<file path="src/rtl/tx_arbiter.sv">
// Round-robin arbiter sharing one UART transmitter (send/din/busy handshake)
// among NUM_REQ byte requesters; acks the winner once its byte has gone out.
module tx_arbiter #(
  parameter  int NUM_REQ       = 4,
  parameter  int START_TIMEOUT = 16,
  localparam int GW            = $clog2(NUM_REQ)
) (
  input  logic                 clk,
  input  logic                 rst,
  input  logic [NUM_REQ-1:0]   req,
  input  logic [8*NUM_REQ-1:0] req_din,
  output logic [NUM_REQ-1:0]   ack,
  output logic                 tx_send,
  output logic [7:0]           tx_din,
  input  logic                 tx_busy,
  output logic                 busy,
  output logic [GW-1:0]        grant_id,
  output logic                 err
);

  localparam int CW = $clog2(START_TIMEOUT) + 1;

  typedef enum logic [1:0] {
    IDLE,
    SEND,
    WAIT_DONE,
    DONE
  } state_t;

  state_t        state;
  logic [GW-1:0] last;
  logic [CW-1:0] cnt;

  logic          pick_valid;
  logic [GW-1:0] pick_idx;
  logic [7:0]    pick_byte;

  // Scan from the farthest candidate back to last+1 so the nearest
  // asserted requester after the pointer is the one left standing.
  // NOTE: every variable written in always_comb gets a default first, so no
  // path through the block can leave a value held and infer a latch.
  always_comb begin
    logic [GW-1:0] idx;
    pick_valid = 1'b0;
    pick_idx   = '0;
    idx        = '0;
    for (int k = NUM_REQ; k >= 1; k--) begin
      idx = GW'((int'(last) + k) % NUM_REQ);
      if (req[idx]) begin
        pick_valid = 1'b1;
        pick_idx   = idx;
      end
    end
    pick_byte = req_din[{pick_idx, 3'b000} +: 8];
  end

  // NOTE: sequential state is updated with non-blocking assignments only, so
  // every register samples pre-edge values regardless of statement order.
  always_ff @(posedge clk or negedge rst) begin
    if (!rst) begin
      state    <= IDLE;
      ack      <= '0;
      tx_send  <= 1'b0;
      tx_din   <= 8'h00;
      busy     <= 1'b0;
      grant_id <= '0;
      err      <= 1'b0;
      last     <= GW'(NUM_REQ - 1);
      cnt      <= '0;
    end else begin
      ack <= '0;
      err <= 1'b0;
      unique case (state)
        IDLE: begin
          if (pick_valid) begin
            grant_id <= pick_idx;
            tx_din   <= pick_byte;
            tx_send  <= 1'b1;
            busy     <= 1'b1;
            cnt      <= '0;
            state    <= SEND;
          end
        end

        SEND: begin
          if (tx_busy) begin
            tx_send <= 1'b0;
            state   <= WAIT_DONE;
          end else if (cnt == CW'(START_TIMEOUT - 1)) begin
            // Abandon the grant; the requester keeps req high and competes
            // again from the pointer position after itself.
            tx_send <= 1'b0;
            err     <= 1'b1;
            busy    <= 1'b0;
            last    <= grant_id;
            state   <= IDLE;
          end else begin
            cnt <= cnt + 1'b1;
          end
        end

        WAIT_DONE: begin
          if (!tx_busy) begin
            ack[grant_id] <= 1'b1;
            state         <= DONE;
          end
        end

        DONE: begin
          last  <= grant_id;
          busy  <= 1'b0;
          state <= IDLE;
        end

        default: begin
          tx_send <= 1'b0;
          busy    <= 1'b0;
          state   <= IDLE;
        end
      endcase
    end
  end

endmodule

</file>
<file path="config.mk">
export PLATFORM = sky130hd
export DESIGN_NAME = tx_arbiter
export DESIGN_NICKNAME = d
export VERILOG_FILES = /design/src/rtl/tx_arbiter.sv
export SDC_FILE = /design/constraint.sdc
export NUM_CORES = 1
export LEC_CHECK = 0
export ABC_AREA = 0
export CELL_PAD_IN_SITES_DETAIL_PLACEMENT = 1
export CELL_PAD_IN_SITES_GLOBAL_PLACEMENT = 1
export CORE_MARGIN = 1
export CORE_UTILIZATION = 35
export DETAILED_ROUTE_END_ITERATION = 7
export PLACE_DENSITY_LB_ADDON = 0.1
export SLEW_MARGIN = 20
export SYNTH_ARGS = -nofsm -noshare
export SYNTH_HDL_FRONTEND = slang
export SYNTH_SLANG_ARGS = --single-unit
</file>
<file path="constraint.sdc">
create_clock -name clk -period 3.3 [get_ports clk]
set_clock_uncertainty 0.2 [all_clocks]
set_input_delay 0.99 -clock clk [delete_from_list [all_inputs] [get_ports clk]]
set_output_delay 0.99 -clock clk [all_outputs]
set_load 0.02 [all_outputs]
</file>
# ---- Word level (Yosys, flattened, before mapping)
# Index checks and enable logic that the tools add are counted.
dict set report classes {
  add_sub_neg 5
  order_cmp 6
  eq_ne 10
  n_shift 1
  n_mux 41
  n_reduce_logical 11
}
# cell n
set ops {}
lappend ops {{$shiftx 32x6->8} 1}
lappend ops {{$mux 2} 10}
lappend ops {{$mux 1} 16}
lappend ops {{$lt 2x3->1 const B} 5}
lappend ops {{$mux 5} 3}
lappend ops {{$ne 2x2->1 const B} 5}
lappend ops {{$pmux 5 s2} 1}
lappend ops {{$reduce_and 3->1} 3}
lappend ops {{$bmux 1 s2} 4}
lappend ops {{$mux 4} 2}
lappend ops {{$pmux 2 s4} 1}
lappend ops {{$reduce_and 4->1} 2}
lappend ops {{$add 5x1->5 const B} 1}
lappend ops {{$eq 5x4->1 const B} 1}
lappend ops {{$add 2x1->2 const B} 2}
lappend ops {{$add 2x2->2 const B} 2}
lappend ops {{$eq 2x2->1 const B} 2}
lappend ops {{$pmux 2 s2} 1}
lappend ops {{$reduce_bool 2->1} 2}
lappend ops {{$ne 3x3->1 const B} 1}
lappend ops {{$pmux 1 s3} 1}
lappend ops {{$reduce_bool 3->1} 1}
lappend ops {{$demux 1 s2} 1}
lappend ops {{$eq 2x1->1 const B} 1}
lappend ops {{other kinds (5)} 5}
dict set report totals {
  ff_bits 26
  in_bits 39
  output_inout_bits 17
  word_cells 83
}

# ---- Longest topological paths before layout
# Gate-level depths: netlist of run 1.
dict set report depth {
  ltp_word 9
  mapped_depth 8
  depth_no_buf 8
}

# ---- Worst setup path after synthesis of run 1
# No wires, ideal clock.
dict set report synth_path {
  kind {input -> register}
  from {input port req[2]}
  to {register tx_din[1]}
  setup_ps 133
  arrival_ps 2015
  path_slack_ps 952
  stages 7
  cell_sequence {nand2b_1 a21o_1 and3_1 buf_6 buf_12 a211oi_2 a211oi_2}
}
dict set report synth_via {
  elab_chain_cells 7
}
# element line
set synth_lines {}
lappend synth_lines {{start, declared} 10} ;# input logic [NUM_REQ-1:0] req,
lappend synth_lines {{$bmux 1 s2} 49} ;# if (req[idx]) begin
lappend synth_lines {{$mux 1 (not written as such)} 49}
lappend synth_lines {{$mux 2 / $mux 1 (equally long branches) (4 in a row)} 49}
lappend synth_lines {{$shiftx 32x6->8 / $reduce_and 2->1 (equally long branches)} n/a}
lappend synth_lines {{end signal, assigned} 77} ;# tx_din <= pick_byte;
lappend synth_lines {{end, declared} 14} ;# output logic [7:0] tx_din,
# Several ways; a longest one is shown, not always the timed one. The select of a mux whose other input is x is not followed.
# A chain may end at the register's enable or synchronous reset.

# ---- Worst setup path after layout of run 1
dict set report layout_path {
  from {input port req[2]}
  to {register tx_din[3]}
}
# The elaborated chain is that of the path after synthesis.

==> summary.txt, run 1 <==
Status
  • Outcome: finished, final reports clean

Setup path
  • Arr. time, crit path: 2.94 ns
  • Maximum fanout along the worst path: 13
  • Crit path kind: in -> reg
  • Flop2flop setup slack: 1.04 ns
  • Critical Path End Type: flop
  • CP max-delay cell: and3_1
  • Startpoint types: input pin
  • Worst-path cell chain: clkdlybuf4s50_1 > nand2b_1 > a21o_1 > and3_1 > mux2i_1 > a21oi_1
  • End point of the critical path: tx_din[3]
  • Worst r2r src: last[0]
  • Setup crit start: req[2]
  • Worst path required time: 3.25 ns
  • Crit path largest cell delay: 0.67 ns
  • R2r endpoint: tx_din[3]
  • Cells on worst reg2reg path: 5

Floorplan
  • Total core area: just over 4000 um^2
  • Die area: 4510 um^2
  • Die height: 67.1 um
  • Die width: about 67 um
  • Cell Rows: 23
  • Ports: 56
  • Starting Density: 36.9%

Timing
  • Final Setup Violations: 0
  • Slew headroom: 48.3%
  • Final TNS setup: 0 ns
  • Endpoints failing hold: 0
  • Post-layout min period: between 2 and 3 ns
  • Slew Viols, Final: 0
  • Final Worst Setup Slack: 0.313 ns
  • Period utilization: around nine tenths
  • Worst-margin pin slew: just under 0.8 ns
  • RSZ-0062 raised after global routing: false
  • Fmax: 0.335 GHz

CTS
  • Post-CTS resize count: 0
  • Post-CTS Hold Buffers: 0
  • CTS Sinks: 26
  • Post-CTS Repair Setup Buffers: 0
  • Total CTS buffers: 3
  • Root Buffer: clkbuf_8
  • Clk pin slew, worst setup/hold paths: 0.09 ns
  • CTS tree: yes
  • H-tree depth: 1
  • Clock tree buffer depth: 2
  • Skew-Pair Late Insertion Delay: 0.27 ns

Place
  • Worst slack at placement: ~0.0082 ns
  • I/O Buffers: 55
  • GP Congestion: 0.784
  • Dpl hpwl: slightly above 3000 um

Cells and area
  • Ant diodes: 0
  • # fillers: 476
  • Share of cells above drive strength 1: 11.6%
  • Area grow syn2layout: 44.8%
  • Fin nets: 249

Detailed routing
  • Via Count: roughly 1,300
  • Total Wirelength: between 3000 and 4000 um
  • Remaining DRCs: 0
  • Via density: just over 5
  • Remaining antenna violation count after routing: 0
  • Drt first-iter violations: 33
  • Drt wl/cell: 15.5 um
  • Pre-Repair DR Iteration Count: 4

Yosys
  • Synth cell types: 36
  • Mapped Cells: 151
  • Number of flops mapped to enable cells by yosys: 0
  • Asr flop ratio synth: 100%
  • Mapped Area: 1490 um^2
  • Sequential-to-total area share from yosys stat: a little over two fifths
  • Most used DFF post-synth: dfrtp_1
  • Synth Register Bits: 26
  • YS warnings: 0
  • Mean Syn Cell Area: 9.84 um^2
  • Syn nets: 192

Flow run
  • Max_cap viols: 0

Min path
  • Worst hold-check path type: reg -> reg

Pwr
  • VDD IR max: 0.000278 V
  • Leakage: roughly 0.9 nW
  • Seq pwr share: about a third
  • PD cells: 768 nW/um^2
  • Gate power share: 50.7%
  • Net Sw Power: about 650 uW
  • P_int: 999 uW
  • Switch share: 39.5%
  • Clock share of power: 16.2%

GRT
  • Initial antenna violation count: 0
  • Largest net degree at the start of global routing: 27
  • GRT Total Usage: about a fifth
  • Global-route wire length before repair: 6350 um
  • Vias in the first global route: 1,350
  • Remaining Overflow, GRT: 0
==> layout by cell type (no fill, tap or decap), types with 7 or more instances in the layout <==
cell / count
nor2_1: 16
a211oi_2: 8
nand2b_1: 7
a31oi_1: 8
mux2i_1: 8
nand2_1: 10
o21ai_0: 7
dfrtp_1: 24
clkdlybuf4s50_1: 55
inv_1: 10
==> critical path: cells and delay by family <==
family          cells  cell delay [ns]
compound gates      2             0.24
buf+inv             1             0.55
simple gates        2             0.81
mux                 1             0.35
==> per-stage QoR <==
step | hold WS, ns | utilization [%] | power [mW] | cell area, um^2 | cells
global placement | 0.270 | 51.6 | 1.36 | 2080 | 253
floorplan | 0.255 | - | 1.09 | 1490 | 151
CTS | 0.321 | 53.4 | 1.67 | 2150 | 257
detailed placement | 0.300 | 51.6 | 1.40 | 2080 | 253
finish | 0.309 | 53.4 | 1.65 | 2150 | 257
global route | 0.369 | 53.4 | 1.76 | 2150 | 257
==> final cells by class <==
type | instances | area, um^2 | share of cell area, %
inverter | 10 | 37.5 | 1.75
sequential | 26 | 653 | 30.4
clock buffer | 3 | 41.3 | 1.92
tap | 50 | 62.6 | 2.91
timing repair buffer | 60 | 588 | 27.3
multi-input combinational | 107 | 738 | 34.3
clock inverter | 1 | 30.0 | 1.40
==> worst min-delay path by stage <==
stage	from	to	slack [ns]	cells past startpoint
2_1_floorplan	cnt[4]	cnt[4]	0.26	2
3_3_place_gp	cnt[4]	cnt[4]	0.27	2
3_5_place_dp	cnt[4]	cnt[4]	0.30	2
4_1_cts	cnt[4]	cnt[4]	0.32	2
5_1_grt	cnt[4]	cnt[4]	0.37	2
6_report	cnt[4]	cnt[4]	0.31	2
==> flip-flops by register name, indices dropped and copies added (netlist names), named ones only <==
register	flops
state	1
err	1
last	2
ack	4
cnt	5
busy	1
tx_din	8
grant_id	2
tx_send	1
==> cell usage after synthesis, types with 3 or more instances <==
cell      count  area (um^2)
a211oi_2      8          100
and4_1        4         35.0
mux2i_1       8         80.1
a21o_1        3         22.5
clkbuf_1      4         15.0
nand2b_1      7         43.8
and3_1        3         18.8
nand2_1      10         37.5
nor2_1       16         60.1
a21oi_1       4         20.0
o32ai_1       4         35.0
o21ai_0       7         35.0
a31oi_1       8         50.1
inv_1        10         37.5
dfrtp_1      24          601
o21ai_1       3         15.0
==> cells by family after synthesis <==
group                    Yosys count  synth area share [%]
AND/OR/NAND/NOR                   53                  19.3
XOR/XNOR                           2                  1.18
buffers and inverters             18                  6.32
multiplexers                      10                  6.91
flip-flops                        26                  44.0
adder cells (fa/ha/maj)            2                  1.68
AO/OA/AOI/OAI                     40                  20.6
==> routing by layer <==
metal	vias to the layer above	wire length (um)	part of all wire [%]	track usage (%)
li1	649	-	-	-
met1	643	1740	44	24.1
met2	36	2040	51	32.1
met4	0	46	1.2	7.18
met5	-	0	0	0
met3	4	167	4.2	2.03
==> power by group through the flow <==
stage	Sequential, mW	Clock (mW)	Combinational [mW]
floorplan	0.609	0	0.483
global placement	0.546	0	0.815
detailed placement	0.554	0	0.844
CTS	0.549	0.275	0.849
global route	0.564	0.288	0.909
finish	0.547	0.267	0.838
(Power assumes the default switching activity.)
==> run 2, diff against run 1 <==
==> constraint.sdc (replaced) <==
create_clock -name clk -period 3.3 [get_ports clk]
set_clock_uncertainty 0.2 [all_clocks]
set_input_delay 0.495 -clock clk [delete_from_list [all_inputs] [get_ports clk]]
set_output_delay 0.495 -clock clk [all_outputs]
set_load 0.02 [all_outputs]
==> run 2 against run 1 <==
Effect of this change: non-clock buffer count decreased by 1; critical path type unchanged; clock power decreased by 21%; hold slack improved by 0.015 ns; sequential power about the same; register-to-register slack got worse by 0.20 ns; global-route usage increased by 0.70 points; power decreased by 3.3%; final area decreased by 1.1%; sequential share of layout area increased by 0.34 points; largest cell class unchanged; maximum frequency increased by 10%.
==> summary.txt, run 2 (synthesis results as in run 1) <==
CTS
  • Root Buffer: clkbuf_8
  • Skew-Pair Late Insertion Delay: between 0.2 and 0.3 ns
  • CTS Sinks: 26
  • Post-CTS Hold Buffers: 0
  • Post-CTS resize count: 0
  • CTS tree: yes
  • Total CTS buffers: 3
  • Post-CTS Repair Setup Buffers: 0
  • H-tree depth: 1
  • Clock tree buffer depth: 2
  • Clk pin slew, worst setup/hold paths: 0.10 ns

Detailed routing
  • Pre-Repair DR Iteration Count: 4
  • Remaining antenna violation count after routing: 0
  • Via Count: 1,350
  • Total Wirelength: 4170 um
  • Drt wl/cell: roughly 16 um
  • Drt first-iter violations: 41
  • Remaining DRCs: 0
  • Via density: 5.27

Flow run
  • Max_cap viols: 0

GRT
  • Vias in the first global route: 1,393
  • Global-route wire length before repair: ~6500 um
  • Largest net degree at the start of global routing: 27
  • Initial antenna violation count: 0
  • GRT Total Usage: approximately a fifth
  • Remaining Overflow, GRT: 0

Floorplan
  • Total core area: 4030 um^2
  • Ports: 56
  • Cell Rows: 23
  • Starting Density: 36.9%
  • Die area: ~4500 um^2
  • Die height: 67.1 um
  • Die width: roughly 67 um

Timing
  • Final TNS setup: 0 ns
  • Worst-margin pin slew: 0.936 ns
  • Final Setup Violations: 0
  • Period utilization: 82.1%
  • Slew headroom: 37.1%
  • Slew Viols, Final: 0
  • Endpoints failing hold: 0
  • RSZ-0062 raised after global routing: false
  • Fmax: 0.369 GHz
  • Post-layout min period: 2.71 ns

Status
  • Outcome: finished, final reports clean

Cells and area
  • Register area: 653 um^2
  • Regs by FF count: tx_din x8, cnt x5, ack x4
  • Fin nets: roughly 250
  • # fillers: 461
  • Max reg flops: 8
  • Share of cells above drive strength 1: 11.2%
  • Fin cells: approximately 260
  • Most frequent cells in the layout: clkdlybuf4s50_1 (55), dfrtp_1 (24), nor2_1 (16)
  • Top reg by flops: tx_din
  • Area of the multi-input gates: ~740 um^2
  • Area grow syn2layout: 43.2%
  • Ant diodes: 0
  • Commonest non-fill, non-tap cell in the layout: clkdlybuf4s50_1

Place
  • I/O Buffers: 55
  • Dpl hpwl: 3220 um
  • GP Congestion: 0.811
  • Placed Cells: 252

Setup path
  • WP buf/inv: 1
  • Worst-path cell chain: clkdlybuf4s50_1 > nor4_2 > nor3_1 > nand2_2 > o32ai_1 > a21oi_1
  • CP delay by family, top: simple AND/OR/NAND/NOR gates
  • Startpoint types: input pin
  • Maximum fanout along the worst path: 8
  • Critical Path End Type: flop
  • Crit path kind: in -> reg
  • Crit path largest cell delay: 0.73 ns
  • CP max-delay cell: nor3_1
  • Arr. time, crit path: around 2.7 ns
  • Worst path required time: 3.26 ns

Pwr
  • VDD IR max: 0.000254 V
  • Leakage: 0.900 nW
  • PD cells: 751 nW/um^2
  • Tot Pwr: 1.60 mW

Min path
  • Worst hold-check path type: reg -> reg
-- run 2: worst paths after layout --
| kind | end | depth (start not counted) | slack (ns) | startpoint |
|---|---|---|---|---|
| min in group asynchronous | tx_din[1] | 2 | 0.38 | rst |
| setup / recovery | tx_din[3] | 6 | 0.59 | req[1] |
| hold / removal | cnt[4] | 2 | 0.32 | cnt[4] |
| max in group asynchronous | last[1] | 2 | 2.21 | rst |
| hold reg to reg | cnt[4] | 2 | 0.32 | cnt[4] |
| setup reg to reg | tx_din[2] | 6 | 0.84 | last[0] |
-- run 2: final cells by class --
| cell class | instances | area share [%] |
|---|---|---|
| Inverter | 10 | 1.76 |
| Sequential cell | 26 | 30.7 |
| Tap cell | 50 | 2.94 |
| Clock buffer | 4 | 2.59 |
| Multi-Input combinational cell | 107 | 34.7 |
| Timing Repair Buffer | 59 | 27.3 |
-- run 2: worst min-delay path, stage by stage, from the launching register on --
cell	delay, ns
dfrtp_1	0.36
nand2_1	0.06
o21ai_1	0.07
-- run 2: power by group --
group          switching, mW  internal, mW
Combinational          0.444         0.394
Sequential             0.110         0.439
Clock                  0.104         0.107
-- run 2: per-stage QoR --
step	cell area (um^2)	util, %	hold WS (ns)	setup slack [ns]
floorplan	1490	-	-0.000591	1.38
global placement	2070	51.4	0.272	0.439
detailed placement	2070	51.4	0.312	0.308
CTS	2130	52.8	0.332	0.575
global route	2130	52.8	0.364	0.385
finish	2130	52.8	0.324	0.590
-- run 2: layer usage --
metal,routed length (um),vias up,track usage (%)
li1,-,649,-
met1,1780,663,24.5
met2,2170,31,34.3
met3,144,7,1.69
met4,68,0,7.45
met5,0,-,0
